**src/rtl/multiword_add_seq_pkg.sv**
```systemverilog
// Shared constants for the sequential multi-word adder: word width, counter width
// and FSM state encoding.
package multiword_add_seq_pkg;

  localparam int WORD_W = 16;
  localparam int CNT_W  = 4;

  localparam logic [1:0] S_IDLE = 2'd0;
  localparam logic [1:0] S_RUN  = 2'd1;
  localparam logic [1:0] S_DONE = 2'd2;

endpackage

```
**src/rtl/fullAdder_16bit.sv**
```systemverilog
// 16-bit adder with carry-in. Reports the carry-out, the result sign and two's-complement overflow.
// Purely combinational, with no backpressure.
module fullAdder_16bit (
  input  logic [15:0] A,
  input  logic [15:0] B,
  input  logic        Cin,
  output logic [15:0] Z,
  output logic        Carry,
  output logic        Sign,
  output logic        Overflow
);

  assign {Carry, Z} = {1'b0, A} + {1'b0, B} + {16'd0, Cin};
  assign Sign       = Z[15];
  assign Overflow   = (A[15] == B[15]) && (Z[15] != A[15]);

endmodule

```
**src/rtl/multiword_add_seq.sv**
```systemverilog
// Adds two NWORDS x 16-bit operands one word per accept, least-significant word first.
// Latency is one cycle per word. A stalled output holds and drops in_ready. Whole-result flags are registered on the last handshake.
module multiword_add_seq
  import multiword_add_seq_pkg::*;
#(
  parameter int NWORDS = 4
) (
  input  logic              clk,
  input  logic              rst,
  input  logic              start,
  input  logic              cin_init,
  input  logic              in_valid,
  output logic              in_ready,
  input  logic [WORD_W-1:0] a_word,
  input  logic [WORD_W-1:0] b_word,
  output logic [WORD_W-1:0] sum_word,
  output logic              out_valid,
  input  logic              out_ready,
  output logic              last,
  output logic              busy,
  output logic              done,
  output logic              sign,
  output logic              zero,
  output logic              carry,
  output logic              parity,
  output logic              overflow
);

  localparam logic [CNT_W-1:0] NW_C   = CNT_W'(NWORDS);
  localparam logic [CNT_W-1:0] LAST_C = CNT_W'(NWORDS - 1);

  logic [1:0]        state_q, state_d;
  logic [CNT_W-1:0]  cnt_q, cnt_d;
  logic              cy_q, cy_d;
  logic              zacc_q, zacc_d;
  logic              pacc_q, pacc_d;
  logic [WORD_W-1:0] sum_q, sum_d;
  logic              ov_q, ov_d;
  logic              last_q, last_d;
  logic              ms_sign_q, ms_sign_d;
  logic              ms_ovf_q, ms_ovf_d;
  logic              f_sign_q, f_sign_d;
  logic              f_zero_q, f_zero_d;
  logic              f_carry_q, f_carry_d;
  logic              f_parity_q, f_parity_d;
  logic              f_ovf_q, f_ovf_d;

  logic [WORD_W-1:0] add_z;
  logic              add_cy, add_sign, add_ovf;
  logic              in_ready_c, accept, hshake;

  fullAdder_16bit u_add (
    .A        (a_word),
    .B        (b_word),
    .Cin      (cy_q),
    .Z        (add_z),
    .Carry    (add_cy),
    .Sign     (add_sign),
    .Overflow (add_ovf)
  );

  always_comb begin
    state_d    = state_q;
    cnt_d      = cnt_q;
    cy_d       = cy_q;
    zacc_d     = zacc_q;
    pacc_d     = pacc_q;
    sum_d      = sum_q;
    ov_d       = ov_q;
    last_d     = last_q;
    ms_sign_d  = ms_sign_q;
    ms_ovf_d   = ms_ovf_q;
    f_sign_d   = f_sign_q;
    f_zero_d   = f_zero_q;
    f_carry_d  = f_carry_q;
    f_parity_d = f_parity_q;
    f_ovf_d    = f_ovf_q;

    in_ready_c = (state_q == S_RUN) && (cnt_q < NW_C) && (!ov_q || out_ready);
    accept     = in_valid && in_ready_c;
    hshake     = ov_q && out_ready;

    case (state_q)
      S_IDLE: begin
        if (start) begin
          state_d = S_RUN;
          cy_d    = cin_init;
          cnt_d   = '0;
          zacc_d  = 1'b1;
          pacc_d  = 1'b0;
        end
      end
      S_RUN: begin
        if (accept) begin
          sum_d  = add_z;
          ov_d   = 1'b1;
          last_d = (cnt_q == LAST_C);
          cy_d   = add_cy;
          cnt_d  = cnt_q + CNT_W'(1);
          zacc_d = zacc_q && (add_z == '0);
          pacc_d = pacc_q ^ (^add_z);
          // MS-word flags are captured at accept time; carry_q keeps the final carry-out.
          if (cnt_q == LAST_C) begin
            ms_sign_d = add_sign;
            ms_ovf_d  = add_ovf;
          end
        end else if (hshake) begin
          ov_d   = 1'b0;
          last_d = 1'b0;
        end
        if (hshake && last_q) begin
          state_d    = S_DONE;
          f_sign_d   = ms_sign_q;
          f_zero_d   = zacc_q;
          f_carry_d  = cy_q;
          f_parity_d = pacc_q;
          f_ovf_d    = ms_ovf_q;
        end
      end
      S_DONE:  state_d = S_IDLE;
      default: state_d = S_IDLE;
    endcase
  end

  always_ff @(posedge clk or posedge rst) begin
    if (rst) begin
      state_q    <= S_IDLE;
      cnt_q      <= '0;
      cy_q       <= 1'b0;
      zacc_q     <= 1'b1;
      pacc_q     <= 1'b0;
      sum_q      <= '0;
      ov_q       <= 1'b0;
      last_q     <= 1'b0;
      ms_sign_q  <= 1'b0;
      ms_ovf_q   <= 1'b0;
      f_sign_q   <= 1'b0;
      f_zero_q   <= 1'b1;
      f_carry_q  <= 1'b0;
      f_parity_q <= 1'b0;
      f_ovf_q    <= 1'b0;
    end else begin
      state_q    <= state_d;
      cnt_q      <= cnt_d;
      cy_q       <= cy_d;
      zacc_q     <= zacc_d;
      pacc_q     <= pacc_d;
      sum_q      <= sum_d;
      ov_q       <= ov_d;
      last_q     <= last_d;
      ms_sign_q  <= ms_sign_d;
      ms_ovf_q   <= ms_ovf_d;
      f_sign_q   <= f_sign_d;
      f_zero_q   <= f_zero_d;
      f_carry_q  <= f_carry_d;
      f_parity_q <= f_parity_d;
      f_ovf_q    <= f_ovf_d;
    end
  end

  assign in_ready  = in_ready_c;
  assign sum_word  = sum_q;
  assign out_valid = ov_q;
  assign last      = last_q;
  assign busy      = (state_q != S_IDLE);
  assign done      = (state_q == S_DONE);
  assign sign      = f_sign_q;
  assign zero      = f_zero_q;
  assign carry     = f_carry_q;
  assign parity    = f_parity_q;
  assign overflow  = f_ovf_q;

endmodule

```
**config.mk**
```make
export PLATFORM = sky130hd
export DESIGN_NAME = multiword_add_seq
export DESIGN_NICKNAME = d
export VERILOG_FILES = /design/src/rtl/multiword_add_seq_pkg.sv /design/src/rtl/fullAdder_16bit.sv /design/src/rtl/multiword_add_seq.sv
export SDC_FILE = /design/constraint.sdc
export NUM_CORES = 1
export LEC_CHECK = 0
export CAP_MARGIN = 20
export CORE_AREA = 4 4 93 95
export DETAILED_ROUTE_END_ITERATION = 16
export DIE_AREA = 0 0 97 99
export DONT_BUFFER_PORTS = 1
export GPL_TIMING_DRIVEN = 0
export PLACE_DENSITY = 0.45
export SETUP_SLACK_MARGIN = 0.02
export SYNTH_ARGS = -nofsm -noshare
export SYNTH_HDL_FRONTEND = slang
export SYNTH_SLANG_ARGS = --single-unit
```
**constraint.sdc**
```tcl
create_clock -name clk -period 9.8 [get_ports clk]
set_input_delay 1.96 -clock clk [delete_from_list [all_inputs] [get_ports clk]]
set_output_delay 1.96 -clock clk [all_outputs]
set_load 0.01 [all_outputs]
```
Yosys cells after proc, flatten, opt, wreduce, memory -nomap -nowiden. Cells that the tools add are included.

Bits in registers: 34. Bits of input ports: 38. Word-level logic and storage cells: 67.

Add/subtract/negate cells: 3. $lt $le $gt $ge: 1. Equal/unequal tests: 8. Multiplexer cells: 18. Bitwise logic cells: 1. Reduce and logical (&&, ||, !) cells: 21.

Operators with widths (count): adder 16 x 16 -> 17 bit (1); adder 17 x 1 -> 17 bit (1); zero test 16 bit (1); XOR reduction 16 bit (1); 2-to-1 mux 1 bit (9); 2-to-1 mux 4 bit (2); one-hot mux 4 bit (2 select lines) (1); AND reduction 2 bit (4); logical AND 1 bit (7); one-hot mux 1 bit (2 select lines) (3); AND reduction 3 bit (2); nonzero test 2 bit (3); adder 4 x 1 -> 4 bit, second input constant (1); equality test 4 x 2 -> 1 bit, second input constant (1); less-than comparator 4 x 3 -> 1 bit, second input constant (1); 2-to-1 mux 2 bit (2); inequality test 2 bit, second input constant (2); one-hot mux 2 bit (2 select lines) (1); equality test 2 x 1 -> 1 bit, second input constant (1); equality test 2 bit, second input constant (1); zero test 2 bit (1); inequality test 2 x 1 -> 1 bit, second input constant (1); equality test 1 bit (1); zero test 1 bit (1); 3 further kinds (3).

Longest topological paths before layout.
Depth after elaboration: 6. Depth in mapped cells: 15.

Modules after synthesis. A second synthesis with hierarchy kept.

Cell total of the unflattened synthesis: 227. Area, all modules: 2448.6 um^2.

By module, submodules not included: multiword_add_seq (times used 1, cells an instance 128, area an instance 1665.3 um^2, sequential area each 853.3 um^2); fullAdder_16bit (times used 1, cells an instance 99, area an instance 783.3 um^2, sequential area each 0.0 um^2).

Least setup slack after synthesis. OpenSTA, ideal clock, no wires.

Kind: input port to flip-flop. Start: input a_word[0]. End: register pacc_q. Data arrival time: 4.763 ns. Setup slack: 4.960 ns. Stages on the path: 15. Path buffers: 0. Path through: fa_1 > inv_1 > fa_1 > nor2b_1 > o2111ai_1 > a21oi_1 > o21bai_1 > and3_1 > or2_2 > ha_1 > xor2_1 > xnor2_1 > xnor2_1 > or3_1 > a21oi_1.

Longest elaborated chain between the ends: 6.

RTL lines: start, declared (line multiword_add_seq.sv:14) `input logic [WORD_W-1:0] a_word,`; adder 16 x 16 -> 17 bit (line fullAdder_16bit.sv:13) `assign {Carry, Z} = {1'b0, A} + {1'b0, B} + {16'd0, Cin};`; adder 17 x 1 -> 17 bit (line fullAdder_16bit.sv:13); XOR reduction 16 bit (line multiword_add_seq.sv:101) `pacc_d = pacc_q ^ (^add_z);`; bitwise XOR 1 bit (line multiword_add_seq.sv:101); 2-to-1 mux 1 bit (line multiword_add_seq.sv:94) `if (accept) begin`; one-hot mux 1 bit (2 select lines) (line multiword_add_seq.sv:83) `case (state_q)`; end signal, assigned (line multiword_add_seq.sv:147) `pacc_q <= pacc_d;`; end, declared (line multiword_add_seq.sv:36) `logic pacc_q, pacc_d;`.

Every way passes these cells. The select of a mux whose other input is x is not followed. A chain may end at the register's enable or synchronous reset.

Worst setup path after layout. Ends and elaborated chain as after synthesis.

==> metrics.txt <==
Avg Synthesized Cell Area 8.96 um^2; worst path bufs/invs 1; Inserted Clock Buffers 5; Worst Hold Launch zacc_q$_DFFE_PP1P_; initial DRC count 56; Async SR Flop Fraction 100%; Post-CTS Setup Repair Bufs 0; DR vias 1817; Hold Vio Cnt, Final 0; register bit total from synthesis 34; met2 wire len 2.69 mm; relative slew slack 62.7%; Wirelength per Cell 15.5 um; post-detail-place hpwl 4.75 mm; Post-Syn Nets 323; Worst path max stage delay 0.41 ns; Area after DPL 2480 um^2; vias in the first global route 1868; worst skew pair latency about 0.28 ns; status finished, final reports clean; Hold-fix buffers, CTS 0; switch share 33.8%; number of synthesized flops with an enable pin 0; DIE AREA between 9000 and 10000 um^2; Worst-Margin Slew 0.559 ns; GRT overflow 0; PostCTS Resize Cnt 0; RSZ-0062 raised after global routing no; Pins Over Slew Limit 0; Max stage delay cell, worst path fa_1; Die Width 97 um; dpl ws 4.51 ns; Required @ worst endpoint 10.00 ns; CTS Root Cell clkbuf_8; port bufs 0; Core Footprint 7730 um^2; crit-path max FO 3; Top Ports 64; initial antenna violation count 0; total of max-cap violations 0; vias per cell 4.91; period utilisation layout 50.9%; CTS tree built; Final Setup Violations 0; Fill cells 839; Overall Global Routing Usage between 10% and 20%; Top Metal Used met4; setup TNS 0 ns; H-tree depth 2; wire length on met1 2.69 mm; Seq/Total Area, Yosys 36.8%; GP Congestion 0.728; largest net degree at the start of global routing 24; Post-route DRC 0; Routed WL 5.73 mm; peak ir drop on the vdd network 0.0477 mV; Lkg Pwr 0.00122 uW; NetSw 134 uW; Diodes inserted 0; setup ws final between 4 and 5 ns; CP Launch Type input port; DR WL met3 309 um; fmax around 200 MHz; Worst Path Arrival about 5.2 ns; first-pass GRT wire length 9.73 mm; Pint 262 uW; yosys warns 0; height of the die around 99 um; CP Class in -> reg; power per cell area approximately 160 nW/um^2; Seq pwr share between 40 and 50%; clk_skew 0.00775 ns; Clk pwr share between 20% and 30%; Reg clk slew, reported paths 0.06 ns; P&R area growth vs syn 10.1%; commonest non-fill, non-tap cell in the layout nand2_1; CP top delay family simple AND/OR/NAND/NOR gates; ratio of cells with drive above 1 in the final layout 7.09%; clock tree buffer depth 2; minimum clock period between 4 and 5 ns; Synth Instances 259; critical path capture point type flip-flop; Min-Delay Path Class reg -> reg; final instance area 2560 um^2; Critical Path, Cell by Cell fa_1, inv_1, fa_1, nor2b_1, o2111ai_1, a21oi_1, o21bai_1, and3_1, or2_2, ha_1, xor2_1, xnor2_1, xnor2_1, or3_1, a21oi_1; Logic pwr share 33.7%; dominant synthesized flop cell dfrtp_1; Reg-to-Reg Start cy_q$_DFFE_PP0P_; final net count 331; Netlist cell types a little over 40; FP Rows 32; Critical Path Source a_word[0]; DR pass1 iterations 5; remaining antenna violation count 0; clock sinks 34; starting density of the core 30.0%; Mapped Area around 2300 um^2; commonest cells after routing, fill and taps aside nand2_1 (49), dfrtp_1 (32), o21ai_0 (31)
==> state kept, by name, summed over array words and instances, names as in the netlist <==
register / flops
sum_word: 16
cnt_q: 4
state_q: 2
carry: 1
cy_q: 1
last: 1
ms_ovf_q: 1
ms_sign_q: 1
out_valid: 1
overflow: 1
pacc_q: 1
parity: 1
sign: 1
zacc_q: 1
zero: 1
==> logic make-up (layout without fill, tap and decap cells) <==
kind of cell	after synthesis	in the layout	synth area share [%]
AO/OA/AOI/OAI	73	73	19.6
AND/OR/NAND/NOR	85	85	16.7
adder cells (fa/ha/maj)	26	26	14.7
buffers and inverters	18	27	3.40
multiplexers	3	3	1.35
flip-flops	34	34	36.8
XOR/XNOR	20	20	7.55
==> worst min-delay path, delay by kind of cell (launching register included) <==
family           cells  cell delay, ns
and+or+nand+nor      2            0.09
DFF                  1            0.37
==> cell type report <==
class / count / area (um^2) / area share [%]
multi-input combinational: 207 / 1390 / 54.3
sequential: 34 / 853 / 33.4
tap: 102 / 128 / 4.99
clock buffer: 8 / 80.1 / 3.13
buffer: 8 / 41.3 / 1.62
inverter: 10 / 37.5 / 1.47
timing repair buffer: 1 / 27.5 / 1.08
==> cells in the mapped netlist, drive strengths merged (4+ instances only) <==
| master | instances | share of area (%) |
|---|---|---|
| a21o | 8 | 2.6 |
| a21oi | 16 | 3.5 |
| buf | 4 | 1.1 |
| clkbuf | 4 | 0.65 |
| dfrtp | 32 | 35 |
| ha | 24 | 13 |
| inv | 10 | 1.6 |
| nand2 | 50 | 8.2 |
| nand4 | 6 | 1.6 |
| nor2 | 12 | 1.9 |
| nor2b | 5 | 1.3 |
| o21ai | 32 | 6.9 |
| xnor2 | 12 | 4.5 |
| xor2 | 8 | 3.0 |
==> stage by stage <==
step / hold slack (ns) / std cells / total power, uW / util [%]
2_1_floorplan: 0.432 / 259 / 271 / -
3_3_place_gp: 0.452 / 361 / 301 / 31.7
3_5_place_dp: 0.452 / 362 / 305 / 32.0
4_1_cts: 0.465 / 370 / 406 / 33.1
5_1_grt: 0.497 / 370 / 430 / 33.1
6_report: 0.463 / 370 / 396 / 33.1
==> path summary, 6_finish.rpt <==
path / cells after the start / slack [ns] / to
max reg2reg: 15 / 6.03 / pacc_q$_DFFE_PP0P_
min in group asynchronous: 1 / 1.61 / sum_word[5]$_DFFE_PP0P_
min reg2reg: 2 / 0.46 / zero$_DFFE_PP1P_
max in group asynchronous: 2 / 7.60 / zero$_DFFE_PP1P_
min: 2 / 0.46 / zero$_DFFE_PP1P_
max: 15 / 4.81 / pacc_q$_DFFE_PP0P_
==> layer usage <==
metal | vias to the layer above | GRT usage, %
met2 | 43 | 19.5
met3 | 2 | 3.40
met5 | - | 0
li1 | 920 | -
met1 | 852 | 17.1
met4 | 0 | 3.56
==> power groups by stage <==
stage | registers (uW) | logic (uW) | clock network, uW
3_5_place_dp | 168 | 137 | 0
3_3_place_gp | 167 | 133 | 0
5_1_grt | 166 | 153 | 112
6_report | 164 | 134 | 98.2
2_1_floorplan | 163 | 108 | 0
4_1_cts | 165 | 137 | 104
Power figures use the tool's default switching activity.
